## src/rtl/hazard_ctrl.sv

```systemverilog
// Pipeline hazard/stall controller: load-use interlock, EX multi-cycle stall
// with watchdog release, flush sequencing and a saturating stall-cycle counter.
module hazard_ctrl #(
  parameter int MAX_EX_STALL = 32,
  parameter int CNT_W        = 16
) (
  input  logic             clk,
  input  logic             rst,
  input  logic             ex_is_load_i,
  input  logic             ex_wreg_i,
  input  logic [4:0]       ex_wd_i,
  input  logic             id_reg1_read_i,
  input  logic [4:0]       id_reg1_addr_i,
  input  logic             id_reg2_read_i,
  input  logic [4:0]       id_reg2_addr_i,
  input  logic             ex_busy_i,
  input  logic             flush_req_i,
  output logic [5:0]       stall_o,
  output logic             flush_o,
  output logic             timeout_o,
  output logic [CNT_W-1:0] stall_cnt_o
);

  localparam int BUSY_W = $clog2(MAX_EX_STALL + 1);

  localparam logic [5:0] STALL_NONE = 6'b000000;
  localparam logic [5:0] STALL_LU   = 6'b000111;
  localparam logic [5:0] STALL_EX   = 6'b001111;

  typedef enum logic [1:0] {
    IDLE   = 2'd0,
    EXBUSY = 2'd1,
    DRAIN  = 2'd2,
    FLUSH  = 2'd3
  } state_t;

  state_t            state;
  logic [BUSY_W-1:0] busy_cnt;
  logic              lu_hazard;
  logic              wd_nonzero;
  logic              src1_match;
  logic              src2_match;
  logic              watchdog_hit;

  // A load result is only available after MEM, so an ID read of its
  // destination cannot be forwarded from EX; $0 is never a real dependency.
  assign wd_nonzero   = (ex_wd_i != 5'd0);
  assign src1_match   = id_reg1_read_i && (id_reg1_addr_i == ex_wd_i);
  assign src2_match   = id_reg2_read_i && (id_reg2_addr_i == ex_wd_i);
  assign lu_hazard    = ex_is_load_i && ex_wreg_i && wd_nonzero && (src1_match || src2_match);
  assign watchdog_hit = (busy_cnt == BUSY_W'(MAX_EX_STALL));

  always_comb begin
    stall_o = STALL_NONE;
    if (!rst) begin
      unique case (state)
        IDLE: begin
          if (flush_req_i)
            stall_o = STALL_NONE;
          else if (ex_busy_i)
            stall_o = STALL_EX;
          else if (lu_hazard)
            stall_o = STALL_LU;
        end
        EXBUSY: begin
          if (flush_req_i)
            stall_o = STALL_NONE;
          else if (!ex_busy_i)
            stall_o = lu_hazard ? STALL_LU : STALL_NONE;
          else if (!watchdog_hit)
            stall_o = STALL_EX;
        end
        DRAIN:   stall_o = STALL_NONE;
        FLUSH:   stall_o = STALL_NONE;
        default: stall_o = STALL_NONE;
      endcase
    end
  end

  // flush_o is high exactly for the cycles the FSM sits in FLUSH.
  always_ff @(posedge clk or posedge rst) begin
    if (rst) begin
      state     <= IDLE;
      busy_cnt  <= '0;
      flush_o   <= 1'b0;
      timeout_o <= 1'b0;
    end else begin
      flush_o <= 1'b0;
      unique case (state)
        IDLE: begin
          if (flush_req_i) begin
            state   <= FLUSH;
            flush_o <= 1'b1;
          end else if (ex_busy_i) begin
            state    <= EXBUSY;
            busy_cnt <= BUSY_W'(1);
          end
        end
        EXBUSY: begin
          if (flush_req_i) begin
            state    <= FLUSH;
            flush_o  <= 1'b1;
            busy_cnt <= '0;
          end else if (!ex_busy_i) begin
            state    <= IDLE;
            busy_cnt <= '0;
          end else if (watchdog_hit) begin
            state     <= DRAIN;
            timeout_o <= 1'b1;
            busy_cnt  <= '0;
          end else begin
            busy_cnt <= busy_cnt + BUSY_W'(1);
          end
        end
        DRAIN: begin
          if (flush_req_i) begin
            state   <= FLUSH;
            flush_o <= 1'b1;
          end else if (!ex_busy_i) begin
            state <= IDLE;
          end
        end
        FLUSH: begin
          if (flush_req_i) begin
            flush_o <= 1'b1;
          end else begin
            state <= IDLE;
          end
        end
        default: begin
          state    <= IDLE;
          busy_cnt <= '0;
        end
      endcase
    end
  end

  always_ff @(posedge clk or posedge rst) begin
    if (rst)
      stall_cnt_o <= '0;
    else if ((stall_o != STALL_NONE) && (stall_cnt_o != {CNT_W{1'b1}}))
      stall_cnt_o <= stall_cnt_o + CNT_W'(1);
  end

endmodule

```

## config.mk

```make
export PLATFORM = sky130hd
export DESIGN_NAME = hazard_ctrl
export DESIGN_NICKNAME = d
export VERILOG_FILES = /design/src/rtl/hazard_ctrl.sv
export SDC_FILE = /design/constraint.sdc
export NUM_CORES = 1
export LEC_CHECK = 0
export CAP_MARGIN = 20
export CORE_ASPECT_RATIO = 1.5
export CORE_MARGIN = 8
export CORE_UTILIZATION = 40
export CTS_BUF_LIST = sky130_fd_sc_hd__clkbuf_2 sky130_fd_sc_hd__clkbuf_4 sky130_fd_sc_hd__clkbuf_8
export DETAILED_ROUTE_END_ITERATION = 8
export GPL_TIMING_DRIVEN = 1
export PLACE_DENSITY = 0.8
export SYNTH_ARGS = -nofsm -noshare
export SYNTH_HDL_FRONTEND = slang
export SYNTH_SLANG_ARGS = --single-unit
```

## constraint.sdc

```tcl
create_clock -name clk -period 5.3 [get_ports clk]
set_input_delay 0.53 -clock clk [delete_from_list [all_inputs] [get_ports clk]]
set_output_delay 0.53 -clock clk [all_outputs]
set_load 0.03 [all_outputs]
```

==> flow_metrics.tcl, run 1 <==
set metrics [dict create \
    r2r-start "state[1]$_DFFE_PP0P_" \
    cp.required_ns 4.77 \
    layout_commonest_cell "clkdlybuf4s50_1" \
    clock_skew_ns 0.00711 \
    post-cts-setup-buffers 0 \
    final_cell_mix "44 x clkdlybuf4s50_1, 26 x dfrtp_1, 24 x xnor2_1" \
    end_kind "primary output" \
    grt-ovfl-total 0 \
    grt_pass1_vias 1263 \
    netlist_area_sq_um 1510 \
    ys.flop_type "dfrtp_1" \
    rows 27 \
    first_pass_iters 4 \
    htreeDepth 1 \
    clock_tree.buffer_depth 2 \
    stdcell_count 224 \
    synth-seq-area-share 0.430 \
    ant_nets 0 \
    p_seq_frac 0.464 \
    drive_gt1_frac 0.105 \
    grt_max_degree 27 \
    pre_cts_ws_ns 1.96 \
    viasPerCell 5.31 \
    highest_layer "met4" \
    period_minus_slack_ns 3.37 \
    fin_util 0.562 \
    wl_met3_microns 230 \
    cts_root_buf "clkbuf_8" \
    antenna_found_initial 0 \
    setup_violations 0 \
    numCtsBuffers 3 \
    cts.repair.resized 0 \
    fin_ws_ns 1.93 \
    cts-hold-fix-buffers 0 \
    whs_path_depth 1 \
    die_w_microns 66.2 \
    fmax_ghz 0.297 \
    avgSynthCellArea_sq_um 11.0 \
    grt_pass1_wl_mm 6.51 \
    reg2reg_to "stall_cnt_o[1]$_DFFE_PP0P_" \
    cp-start-kind "primary input" \
    hold_class "reg -> reg" \
    yosysWarnings 0 \
    status "finished clean" \
    portBuffers 44 \
    dp.cells 219 \
    nets 208 \
    initial_core_util 0.415 \
    synth-seq-cells 26 \
    hp-start "stall_cnt_o[13]$_DFFE_PP0P_" \
    synth_edf_count 0 \
    crit_fanout 6 \
    hpwl_mm 2.87 \
    wl_met2_mm 1.94 \
    cp.arrival_ns 2.84 \
    first_iter_violations 31 \
    min_to "stall_cnt_o[13]$_DFFE_PP0P_" \
    p_leak_nw 0.871 \
    power.internal_mw 0.356 \
    wirelength_mm 3.72 \
    diodes 0 \
    avgRoutedWirePerCell_microns 16.6 \
    yosysUniqueCellTypes 38 \
    power_density_nw_per_um2 234 \
    hold_viol_final 0 \
    postSynthCellCount 138 \
    reg2reg_depth 5 \
    ios 47 \
    grt_util_all_layers 0.131 \
    maxSlewViolCount 0 \
    power_frac_clock 0.340 \
    numClockSinks 26 \
    clkSlewWorstSetupHoldPaths_ns 0.09 \
    worstSetupPathType "in -> out" \
    grt_setup_unrepaired "no" \
    worst_skew_pair.late_latency_ns 0.27 \
    power.switching_mw 0.124 \
    async_flop_share 1.00 \
    drt-met1-wl_mm 1.46 \
    cts_tree "done" \
    setup_tns_ns 0 \
    core-area_sq_um 3650 \
    vias 1190 \
    power_mw 0.479 \
    rrSetupSlack_ns 3.06 \
    die_y_microns 91.3 \
    die_area_sq_um 6050 \
    switching_share 0.258 \
    place.gp.congestion 0.898 \
    combPwrFrac 0.196 \
    vdd_ir_drop_max_mv 0.144 \
    maxCapViolCount 0 \
    area_growth_syn_to_layout_pct 35.6 \
    period_share 0.636 \
    drc 0 \
]
## flip-flops by register name, indices dropped and copies added, names as in the netlist
signal,count
busy_cnt,6
flush_o,1
stall_cnt_o,16
state,2
timeout_o,1
## metrics by stage
stage / cell area (sq um) / hold WS, ns
after floorplan: 1520 / 0.545
after global placement: 1950 / 0.471
after detailed placement: 1950 / 0.472
after CTS: 2020 / 0.496
after global routing: 2050 / 0.537
final: 2050 / 0.495
## power groups by stage
stage	registers, mW	logic [mW]	clock network (mW)
after floorplan	0.231	0.0473	0
after global placement	0.225	0.0882	0
after detailed placement	0.226	0.0914	0
after CTS	0.222	0.0921	0.167
after global routing	0.224	0.105	0.175
final	0.222	0.0941	0.163
## worst max path at each step
| stage | slack [ns] | start | to | cells past startpoint |
|---|---|---|---|---|
| floorplan | 2.75 | flush_req_i | stall_o[1] | 4 |
| global placement | 2.03 | flush_req_i | stall_o[1] | 5 |
| detailed placement | 1.96 | flush_req_i | stall_o[2] | 5 |
| CTS | 1.96 | flush_req_i | stall_o[2] | 5 |
| global route | 1.82 | flush_req_i | stall_o[2] | 5 |
| finish | 1.93 | flush_req_i | stall_o[0] | 5 |
## layout make-up
class | count | area (sq um)
clock buffers | 3 | 41.3
multi-input cells | 100 | 786
inverters | 6 | 22.5
clock inverters | 1 | 30.0
flip-flops and latches | 26 | 651
well taps | 43 | 53.8
fillers | 306 | 1600
repair buffers | 45 | 468
## critical path, cell delays in order
cell             delay, ns
clkdlybuf4s50_1       0.49
or4_1                 0.53
a211oi_1              0.38
a21o_1                0.21
clkdlybuf4s50_1       0.69
## cell usage after synthesis (2+ instances only)
cell	number	share of area
ha_1	3	0.025
nand2_1	11	0.027
buf_4	4	0.020
a21o_1	2	0.0099
and3_1	4	0.017
and4_1	2	0.012
nand3_1	4	0.013
xor2_1	4	0.023
nand4_1	9	0.037
clkbuf_1	2	0.0050
o22ai_1	2	0.0083
dfrtp_1	26	0.43
xnor2_1	24	0.14
nor2_1	8	0.020
inv_1	6	0.015
nand3_2	5	0.033
## per-layer routing
layer,vias to the layer above,GRT usage
li1,558,-
met1,577,0.158
met2,48,0.217
met3,7,0.0209
met4,0,0.0608
met5,-,0
## cell families after synthesis
| kind of cell | share of synthesized area |
|---|---|
| buf+inv | 0.0529 |
| flops | 0.430 |
| compound gates | 0.0844 |
| other cells | 0.00248 |
| mux | 0.0141 |
| xor+xnor | 0.173 |
| fa+ha+maj | 0.0248 |
| simple gates | 0.218 |
(Power assumes the default switching activity.)
==> run 2, diff against run 1 <==
- PLACE_DENSITY: 0.8 -> 0.83
- clock period: 5.3 -> 3 ns (I/O delays scaled with it)
==> flow_metrics.tcl, run 2 (synthesized netlist as in run 1, its figures left out) <==
set metrics [dict create \
    status "finished clean" \
    reg_top3 "stall_cnt_o x16, busy_cnt x6, state x2" \
    fmax_ghz 0.352 \
    reg2reg_depth 5 \
    die_y_microns 91.3 \
    cts.repair.resized 0 \
    maxCapViolCount 0 \
    die_area_sq_um 6050 \
    multi_input_area_sq_um 786 \
    grt_pass1_wl_mm 5.91 \
    period_minus_slack_ns 2.84 \
    avgRoutedWirePerCell_microns 15.2 \
    worst_skew_pair.late_latency_ns 0.28 \
    hold_class "in -> async" \
    hold_viol_final 0 \
    first_iter_violations 26 \
    grt_pass1_vias 1244 \
    grt_util_all_layers 0.121 \
    diodes 0 \
    rrSetupSlack_ns 0.81 \
    vdd_ir_drop_max_mv 0.278 \
    cts_root_buf "clkbuf_8" \
    cts-hold-fix-buffers 0 \
    grt_setup_unrepaired "no" \
    grt-ovfl-total 0 \
    setup_violations 0 \
    regMostFlops "stall_cnt_o" \
    htreeDepth 1 \
    clock_tree.buffer_depth 2 \
    reg2reg_to "stall_cnt_o[1]$_DFFE_PP0P_" \
    worstSetupPathType "in -> out" \
    cp.arrival_ns 2.54 \
    nets 208 \
    numClockSinks 26 \
    cp_top_family "buffers and inverters" \
    initial_core_util 0.415 \
    first_pass_iters 4 \
    hpwl_mm 2.65 \
    fillCellCount 321 \
    path_cells "clkdlybuf4s50_1 > or4_1 > a211oi_1 > a21o_1 > clkdlybuf4s50_1" \
    slowest_stage "clkdlybuf4s50_1" \
    final_cell_mix "44 x clkdlybuf4s50_1, 26 x dfrtp_1, 24 x xnor2_1" \
    area_growth_syn_to_layout_pct 34.3 \
    end_kind "primary output" \
    period_share 0.946 \
    crit_fanout 6 \
    holdWs_ns 0.373 \
    setup_tns_ns 0 \
    ant_nets 0 \
    cp-start-kind "primary input" \
    cpMostUsedCell "clkdlybuf4s50_1" \
    clkSlewWorstSetupHoldPaths_ns 0.09 \
    drc 0 \
    rows 27 \
    largest_reg_flops 16 \
    design_area_sq_um 2030 \
    cts_tree "done" \
    power_density_nw_per_um2 416 \
    post-cts-setup-buffers 0 \
    layout.area.seq_sq_um 651 \
    place.gp.congestion 0.891 \
    crit_path_max_incr_delay_ns 0.68 \
    wirelength_mm 3.41 \
    die_w_microns 66.2 \
    numCtsBuffers 3 \
    core-area_sq_um 3650 \
    ios 47 \
    p_leak_nw 0.863 \
    critPathBufInv 2 \
    maxSlewViolCount 0 \
    viasPerCell 5.17 \
    drive_gt1_frac 0.105 \
    antenna_found_initial 0 \
    vias 1159 \
    clock_skew_ns 0.00564 \
    grt_max_degree 20 \
    cp.required_ns 2.70 \
    r2r-start "state[1]$_DFFE_PP0P_" \
    placed_area_sq_um 1960 \
    portBuffers 44 \
    layout_commonest_cell "clkdlybuf4s50_1" \
]
-- run 2: cell counts in the layout (fill, tap and decap cells not counted) --
Identical to the previous run, type by type.
-- run 2: worst reg2reg max path, stage by stage, from the launching register on --
cell and delay [ns]:
dfrtp_1 0.41, or4_1 0.52, a211oi_1 0.35, a2bb2oi_2 0.17, o21a_4 0.28, mux2_1 0.35
-- run 2: how the worst max path moves through the flow --
stage	cells past startpoint	from	to
after floorplan	7	state[1]$_DFFE_PP0P_	stall_cnt_o[3]$_DFFE_PP0P_
after global placement	5	flush_req_i	stall_o[0]
after detailed placement	5	flush_req_i	stall_o[2]
after CTS	5	flush_req_i	stall_o[2]
after global routing	5	flush_req_i	stall_o[0]
final	5	flush_req_i	stall_o[2]
-- run 2: per-layer routing --
metal | track usage | up-vias | wire length [microns]
met3 | 0.0357 | 5 | 311
met1 | 0.132 | 544 | 1370
li1 | - | 564 | -
met2 | 0.203 | 46 | 1660
met5 | 0 | - | 0
met4 | 0.0590 | 0 | 71
-- run 2: layout make-up --
class	count	share of cell area
Tap cell	43	0.0265
Inverter	6	0.0111
Sequential cell	26	0.320
Multi-Input combinational cell	100	0.387
Clock inverter	1	0.0148
Timing Repair Buffer	45	0.220
Clock buffer	3	0.0203
-- run 2: where the power goes --
group          switching (mW)  internal (mW)
Sequential             0.0256          0.368
Clock                   0.112          0.179
Combinational          0.0816         0.0787
-- run 2: metrics by stage --
step / worst slack (ns) / util / cells / total power, mW
2_1_floorplan: 0.761 / - / 139 / 0.492
3_3_place_gp: 0.166 / 0.537 / 220 / 0.558
3_5_place_dp: 0.141 / 0.537 / 220 / 0.561
4_1_cts: 0.142 / 0.557 / 224 / 0.856
5_1_grt: 0.0959 / 0.557 / 224 / 0.885
6_report: 0.163 / 0.557 / 224 / 0.845
